$ cat config.mk
export PLATFORM = sky130hd
export DESIGN_NAME = dbg_mem_responder_flat
export DESIGN_NICKNAME = d
export VERILOG_FILES = /design/src/rtl/dbg_pkg.sv /design/src/rtl/dbg_mem_responder_if.sv /design/src/rtl/dbg_starve_ctr.sv /design/src/rtl/dbg_mem_responder.sv /design/src/flat_wrapper.sv
export SDC_FILE = /design/constraint.sdc
export NUM_CORES = 1
export LEC_CHECK = 0
export ABC_AREA = 1
export BUFFER_PORTS_ARGS = -buffer_cell sky130_fd_sc_hd__buf_2
export CAP_MARGIN = 25
export CORE_MARGIN = 8
export CORE_UTILIZATION = 45
export DETAILED_ROUTE_END_ITERATION = 12
export PLACE_DENSITY = 0.79
export RECOVER_POWER = 50
export SETUP_SLACK_MARGIN = 0.1
export SLEW_MARGIN = 20
export SYNTH_ARGS = -nofsm -noshare
export SYNTH_HDL_FRONTEND = slang
export SYNTH_HIERARCHICAL = 1
export SYNTH_SLANG_ARGS = --single-unit
$ cat constraint.sdc
create_clock -name clk -period 3.62 [get_ports clk]
set_input_delay 0.181 -clock clk [delete_from_list [all_inputs] [get_ports clk]]
set_output_delay 0.181 -clock clk [all_outputs]
set_load 0.02 [all_outputs]
$ cat src/rtl/dbg_pkg.sv
// Shared types and default widths for the debug memory-read responder.
package dbg_pkg;

  typedef enum logic [1:0] {
    IDLE = 2'd0,
    WAIT = 2'd1,
    READ = 2'd2,
    RESP = 2'd3
  } state_e;

  localparam logic SEL_DATA = 1'b0;
  localparam logic SEL_INST = 1'b1;

  localparam int D_AW_DFLT = 8;
  localparam int I_AW_DFLT = 10;
  localparam int DW_DFLT   = 32;

endpackage

$ cat src/rtl/dbg_mem_responder_if.sv
// Debug read handshake between the bench (master) and the responder (slave).
interface dbg_mem_responder_if
  import dbg_pkg::*;
#(
  parameter int I_AW = I_AW_DFLT,
  parameter int DW   = DW_DFLT
);

  logic            dbg_req;
  logic            dbg_sel;
  logic [I_AW-1:0] dbg_addr;
  logic            dbg_ack;
  logic [DW-1:0]   dbg_rdata;
  logic            dbg_err;

  modport master (
    output dbg_req, dbg_sel, dbg_addr,
    input  dbg_ack, dbg_rdata, dbg_err
  );

  modport slave (
    input  dbg_req, dbg_sel, dbg_addr,
    output dbg_ack, dbg_rdata, dbg_err
  );

endinterface

$ cat src/rtl/dbg_starve_ctr.sv
// Counts cycles a debug read has been blocked by the CPU; term flags the
// point where the responder must force a CPU stall. STARVE_MAX is 1..255.
module dbg_starve_ctr #(
  parameter int STARVE_MAX = 15
) (
  input  logic clk,
  input  logic rst,
  input  logic clr,
  input  logic inc,
  output logic term
);

  logic [7:0] cnt_q, cnt_d;

  assign term = (cnt_q == 8'(STARVE_MAX));

  always_comb begin
    cnt_d = cnt_q;
    if (clr) begin
      cnt_d = '0;
    end else if (inc && !term) begin
      cnt_d = cnt_q + 8'd1;
    end
  end

  always_ff @(posedge clk) begin
    if (rst) begin
      cnt_q <= '0;
    end else begin
      cnt_q <= cnt_d;
    end
  end

endmodule

$ cat src/rtl/dbg_mem_responder.sv
// Serves bench debug reads from data/instruction memory over ports shared
// with the CPU; the CPU wins until the starvation limit forces a stall.
module dbg_mem_responder
  import dbg_pkg::*;
#(
  parameter int D_AW       = D_AW_DFLT,
  parameter int I_AW       = I_AW_DFLT,
  parameter int DW         = DW_DFLT,
  parameter int STARVE_MAX = 15
) (
  input  logic                clk,
  input  logic                rst,
  dbg_mem_responder_if.slave  dbg,
  input  logic                cpu_d_en,
  input  logic                cpu_i_en,
  output logic                cpu_stall,
  output logic                dmem_en,
  output logic [D_AW-1:0]     dmem_addr,
  input  logic [DW-1:0]       dmem_rdata,
  output logic                imem_en,
  output logic [I_AW-1:0]     imem_addr,
  input  logic [DW-1:0]       imem_rdata
);

  state_e          state_q, state_d;
  logic            sel_q, sel_d;
  logic [I_AW-1:0] addr_q, addr_d;
  logic            ack_q, ack_d;
  logic [DW-1:0]   rdata_q, rdata_d;
  logic            err_q, err_d;

  logic busy;
  logic mem_en;
  logic stall;
  logic ctr_clr;
  logic ctr_inc;
  logic ctr_term;

  dbg_starve_ctr #(
    .STARVE_MAX (STARVE_MAX)
  ) u_starve_ctr (
    .clk  (clk),
    .rst  (rst),
    .clr  (ctr_clr),
    .inc  (ctr_inc),
    .term (ctr_term)
  );

  assign busy = (sel_q == SEL_INST) ? cpu_i_en : cpu_d_en;

  always_comb begin
    state_d = state_q;
    sel_d   = sel_q;
    addr_d  = addr_q;
    rdata_d = rdata_q;
    err_d   = err_q;
    ack_d   = 1'b0;
    mem_en  = 1'b0;
    stall   = 1'b0;
    ctr_clr = 1'b0;
    ctr_inc = 1'b0;

    case (state_q)
      IDLE: begin
        if (dbg.dbg_req) begin
          sel_d  = dbg.dbg_sel;
          addr_d = dbg.dbg_addr;
          err_d  = 1'b0;
          if ((dbg.dbg_sel == SEL_DATA) && (|dbg.dbg_addr[I_AW-1:D_AW])) begin
            rdata_d = '0;
            err_d   = 1'b1;
            state_d = RESP;
          end else begin
            state_d = WAIT;
          end
        end
      end
      WAIT: begin
        if (!busy) begin
          mem_en  = 1'b1;
          ctr_clr = 1'b1;
          state_d = READ;
        end else if (ctr_term) begin
          // Stall and strobe coincide so the CPU's own access is suppressed.
          stall   = 1'b1;
          mem_en  = 1'b1;
          ctr_clr = 1'b1;
          state_d = READ;
        end else begin
          ctr_inc = 1'b1;
        end
      end
      READ: begin
        rdata_d = (sel_q == SEL_INST) ? imem_rdata : dmem_rdata;
        state_d = RESP;
      end
      RESP: begin
        // First RESP cycle always produces an ack pulse, even if req already fell.
        ack_d = !(ack_q && !dbg.dbg_req);
        if (!dbg.dbg_req) begin
          state_d = IDLE;
        end
      end
      default: state_d = IDLE;
    endcase
  end

  always_ff @(posedge clk) begin
    if (rst) begin
      state_q <= IDLE;
      sel_q   <= 1'b0;
      addr_q  <= '0;
      ack_q   <= 1'b0;
      rdata_q <= '0;
      err_q   <= 1'b0;
    end else begin
      state_q <= state_d;
      sel_q   <= sel_d;
      addr_q  <= addr_d;
      ack_q   <= ack_d;
      rdata_q <= rdata_d;
      err_q   <= err_d;
    end
  end

  assign cpu_stall = stall;
  assign dmem_en   = mem_en && (sel_q == SEL_DATA);
  assign imem_en   = mem_en && (sel_q == SEL_INST);
  assign dmem_addr = dmem_en ? addr_q[D_AW-1:0] : '0;
  assign imem_addr = imem_en ? addr_q : '0;

  assign dbg.dbg_ack   = ack_q;
  assign dbg.dbg_rdata = rdata_q;
  assign dbg.dbg_err   = err_q;

endmodule

$ cat src/flat_wrapper.sv
// flat-port wrapper written by rule: the top's interface ports become plain ports
module dbg_mem_responder_flat import dbg_pkg::*;
#(
  parameter int D_AW       = D_AW_DFLT,
  parameter int I_AW       = I_AW_DFLT,
  parameter int DW         = DW_DFLT,
  parameter int STARVE_MAX = 15
)
  (clk, rst, cpu_d_en, cpu_i_en, cpu_stall, dmem_en, dmem_addr, dmem_rdata, imem_en, imem_addr, imem_rdata, dbg_dbg_req, dbg_dbg_sel, dbg_dbg_addr, dbg_dbg_ack, dbg_dbg_rdata, dbg_dbg_err);
  dbg_mem_responder_if #(.I_AW(I_AW), .DW(DW)) dbg_i ();
  input  logic clk;
  input  logic rst;
  input  logic cpu_d_en;
  input  logic cpu_i_en;
  output logic cpu_stall;
  output logic dmem_en;
  output logic [D_AW-1:0] dmem_addr;
  input  logic [DW-1:0] dmem_rdata;
  output logic imem_en;
  output logic [I_AW-1:0] imem_addr;
  input  logic [DW-1:0] imem_rdata;
  input wire logic [$bits(dbg_i.dbg_req)-1:0] dbg_dbg_req;
  input wire logic [$bits(dbg_i.dbg_sel)-1:0] dbg_dbg_sel;
  input wire logic [$bits(dbg_i.dbg_addr)-1:0] dbg_dbg_addr;
  output wire logic [$bits(dbg_i.dbg_ack)-1:0] dbg_dbg_ack;
  output wire logic [$bits(dbg_i.dbg_rdata)-1:0] dbg_dbg_rdata;
  output wire logic [$bits(dbg_i.dbg_err)-1:0] dbg_dbg_err;
  assign dbg_i.dbg_req = dbg_dbg_req;
  assign dbg_i.dbg_sel = dbg_dbg_sel;
  assign dbg_i.dbg_addr = dbg_dbg_addr;
  assign dbg_dbg_ack = dbg_i.dbg_ack;
  assign dbg_dbg_rdata = dbg_i.dbg_rdata;
  assign dbg_dbg_err = dbg_i.dbg_err;
  dbg_mem_responder #(.D_AW(D_AW), .I_AW(I_AW), .DW(DW), .STARVE_MAX(STARVE_MAX)) u_core (.clk(clk), .rst(rst), .dbg(dbg_i), .cpu_d_en(cpu_d_en), .cpu_i_en(cpu_i_en), .cpu_stall(cpu_stall), .dmem_en(dmem_en), .dmem_addr(dmem_addr), .dmem_rdata(dmem_rdata), .imem_en(imem_en), .imem_addr(imem_addr), .imem_rdata(imem_rdata));
endmodule
==> qor.csv <==
metric;value;unit
outcome;finished clean;
root_buffer;clkbuf_8;
die_w;95.0;um
worst_pin_slew;1140;ps
end_kind;output pin;
portBuffers;134;
drc;0;
h-tree-depth;2;
whs_path_depth;3;
die-area;9020;um^2
start_util;46.8;%
grt_pass1_vias;2837;
synth_warnings;6;
antenna_found_initial;0;
yosysTopAreaCellShare;39.3;%
synth_area_leaders;dfxtp_1 (39%), nor2_1 (15%), a21oi_1 (8.4%);
hold_viol;0;
cp_num_buf_inv;4;
ys_ff_latch;55;
crit_top_cell;nand2_1;
final_cells;628;
slew_violations;0;
p_leak;1.56;nW
maxCapViolCount;0;
routabilityCongestion;0.839;
clk_pin_slew;90;ps
vias;3095;
synth-seq-area-share;39.3;%
dp_cells;621;
firstDrtPassIters;5;
cp_top_family;buffers and inverters;
clkSinkCount;55;
synth_area_per_cell;6.48;um^2
r2r_cells;11;
layout-drive-gt1-share;21.2;%
post-route-period-util;77.3;%
fill_cells;614;
r2r_setup_slack;940;ps
holdBufCountCts;0;
row_count;28;
path_cells;buf_4 -> inv_1 -> nand2_1 -> nand2_1 -> nand2_1 -> nand2_1 -> nor2_4 -> inv_2 -> nor2_1 -> buf_2;
required;3440;ps
viasPerCell;4.93;
fin_worst_skew;7.70;ps
fin_util;58.8;%
min_to;u_core/addr_q[0];
area_growth;25.5;%
grtUsageTotal;17.9;%
diodes;0;
r2r-start;u_core/sel_q;
grt_pass1_wl;13200;um
drt_iter0_markers;133;
critical_path_class;register to output pin;
setup_tns;0;ps
cp_max_fo;35;
crit_path_max_incr_delay;860;ps
cts_made_buffers;5;
synth_edf_count;0;
cts_resized;0;
setup_slack;822;ps
rsz0062_at_grt;no;
clockBufferDepth;2;
core;5990;um^2
grt_start_max_net_pins;37;
yosysMostFrequentCell;nor2_1;
synth.cell_area;2810;um^2
cts_tree;yes;
hpwlAfterDp;6180;um
layout.nets;639;
maxSlewHeadroom;24.0;%
crit_arrival;2620;ps
period_minus_slack;2800;ps
synth_cell_type_count;22;
yosys.area.top_type;dfxtp_1;
r2r-end;u_core/u_starve_ctr/cnt_q[5];
clock_latency;300;ps
p_total;1.50;mW
syn-num-nets;519;
post_cts_buffers;0;
placed_area;3490;um^2
place_ws;1120;ps
synthFlopType;dfxtp_1;
overflow;0;
setup_viol;0;
pin_count;135;
fmax;357;MHz
hold_start;dbg_dbg_addr[0];
drtAntennaViolNets;0;
crit_path_start_kind;register;
cpMaxStageDelayCell;inv_1;
synthCells;433;
vdd_drop_max;0.206;mV
routedWlPerCell;13.0;um
hold_slack;156;ps
final_cell_area;3520;um^2
hp-class;input pin to register;
die_h;95.0;um
powerDensity;426;nW/um^2
synth_async_sr_flop_share;0;%
synth_common_cells;nor2_1 (110), nand2_1 (61), dfxtp_1 (55);
wirelength;8150;um
state kept, by name, summed over array words and instances (netlist names):
register and count:
u_core/dbg.dbg_err 1, u_core/sel_q 1, u_core/dbg.dbg_ack 1, u_core/dbg.dbg_rdata 32
u_core/u_starve_ctr/cnt_q 8, u_core/addr_q 10, u_core/state_q 2
placed cells by master (no fill, tap or decap), drive strengths merged:
cell type	instances
clkinv	2
clkbuf	40
o21ai	46
dfxtp	55
nand2	64
xnor2	1
nand3	43
a21boi	1
a211oi	1
nor3	1
nor2	113
inv	29
nand3b	1
a21oi	47
buf	103
ha	6
layout make-up:
cell class / count / area, um^2 / area share (%)
flip-flops and latches: 55 / 1100 / 31.3
well taps: 75 / 93.8 / 2.67
repair buffers: 138 / 657 / 18.7
inverters: 29 / 109 / 3.09
clock buffers: 5 / 68.8 / 1.96
multi-input cells: 324 / 1480 / 41.9
clock inverters: 2 / 13.8 / 0.391
metal layers:
layer / share of wire, % / track usage (%) / wire length (um) / vias up
met4: 1.0 / 4.29 / 84 / 0
met3: 7.9 / 6.11 / 647 / 9
li1: - / - / - / 1631
met1: 40 / 19.9 / 3240 / 1375
met2: 51 / 32.0 / 4180 / 80
met5: 0 / 0 / 0 / -
how the worst max path moves through the flow:
stage,cells after the start,to,start
2_1_floorplan,9,dmem_addr[0],u_core/u_starve_ctr/cnt_q[0]
3_5_place_dp,9,u_core/dbg.dbg_rdata[1],u_core/state_q[0]
6_report,10,imem_addr[9],u_core/sel_q
5_1_grt,10,imem_addr[9],u_core/sel_q
4_1_cts,9,u_core/dbg.dbg_rdata[26],u_core/state_q[0]
3_3_place_gp,9,u_core/dbg.dbg_rdata[20],u_core/state_q[0]
cell families after synthesis:
kind of cell / synth area share [%]
compound gates: 17.1
flops: 39.3
xor+xnor: 0.312
buf+inv: 7.94
fa+ha+maj: 2.68
simple gates: 32.7
report_power, final:
group | total, mW | switching, mW | internal, mW
combinational | 0.495 | 0.343 | 0.152
sequential | 0.680 | 0.0240 | 0.656
clock | 0.324 | 0.191 | 0.133
total | 1.50 | 0.558 | 0.941
tightest hold or removal path, delay by kind of cell:
kind | cells | cell delay (ps)
AO/OA/AOI/OAI | 2 | 170
buffers and inverters | 1 | 70
(Power assumes the default switching activity.)
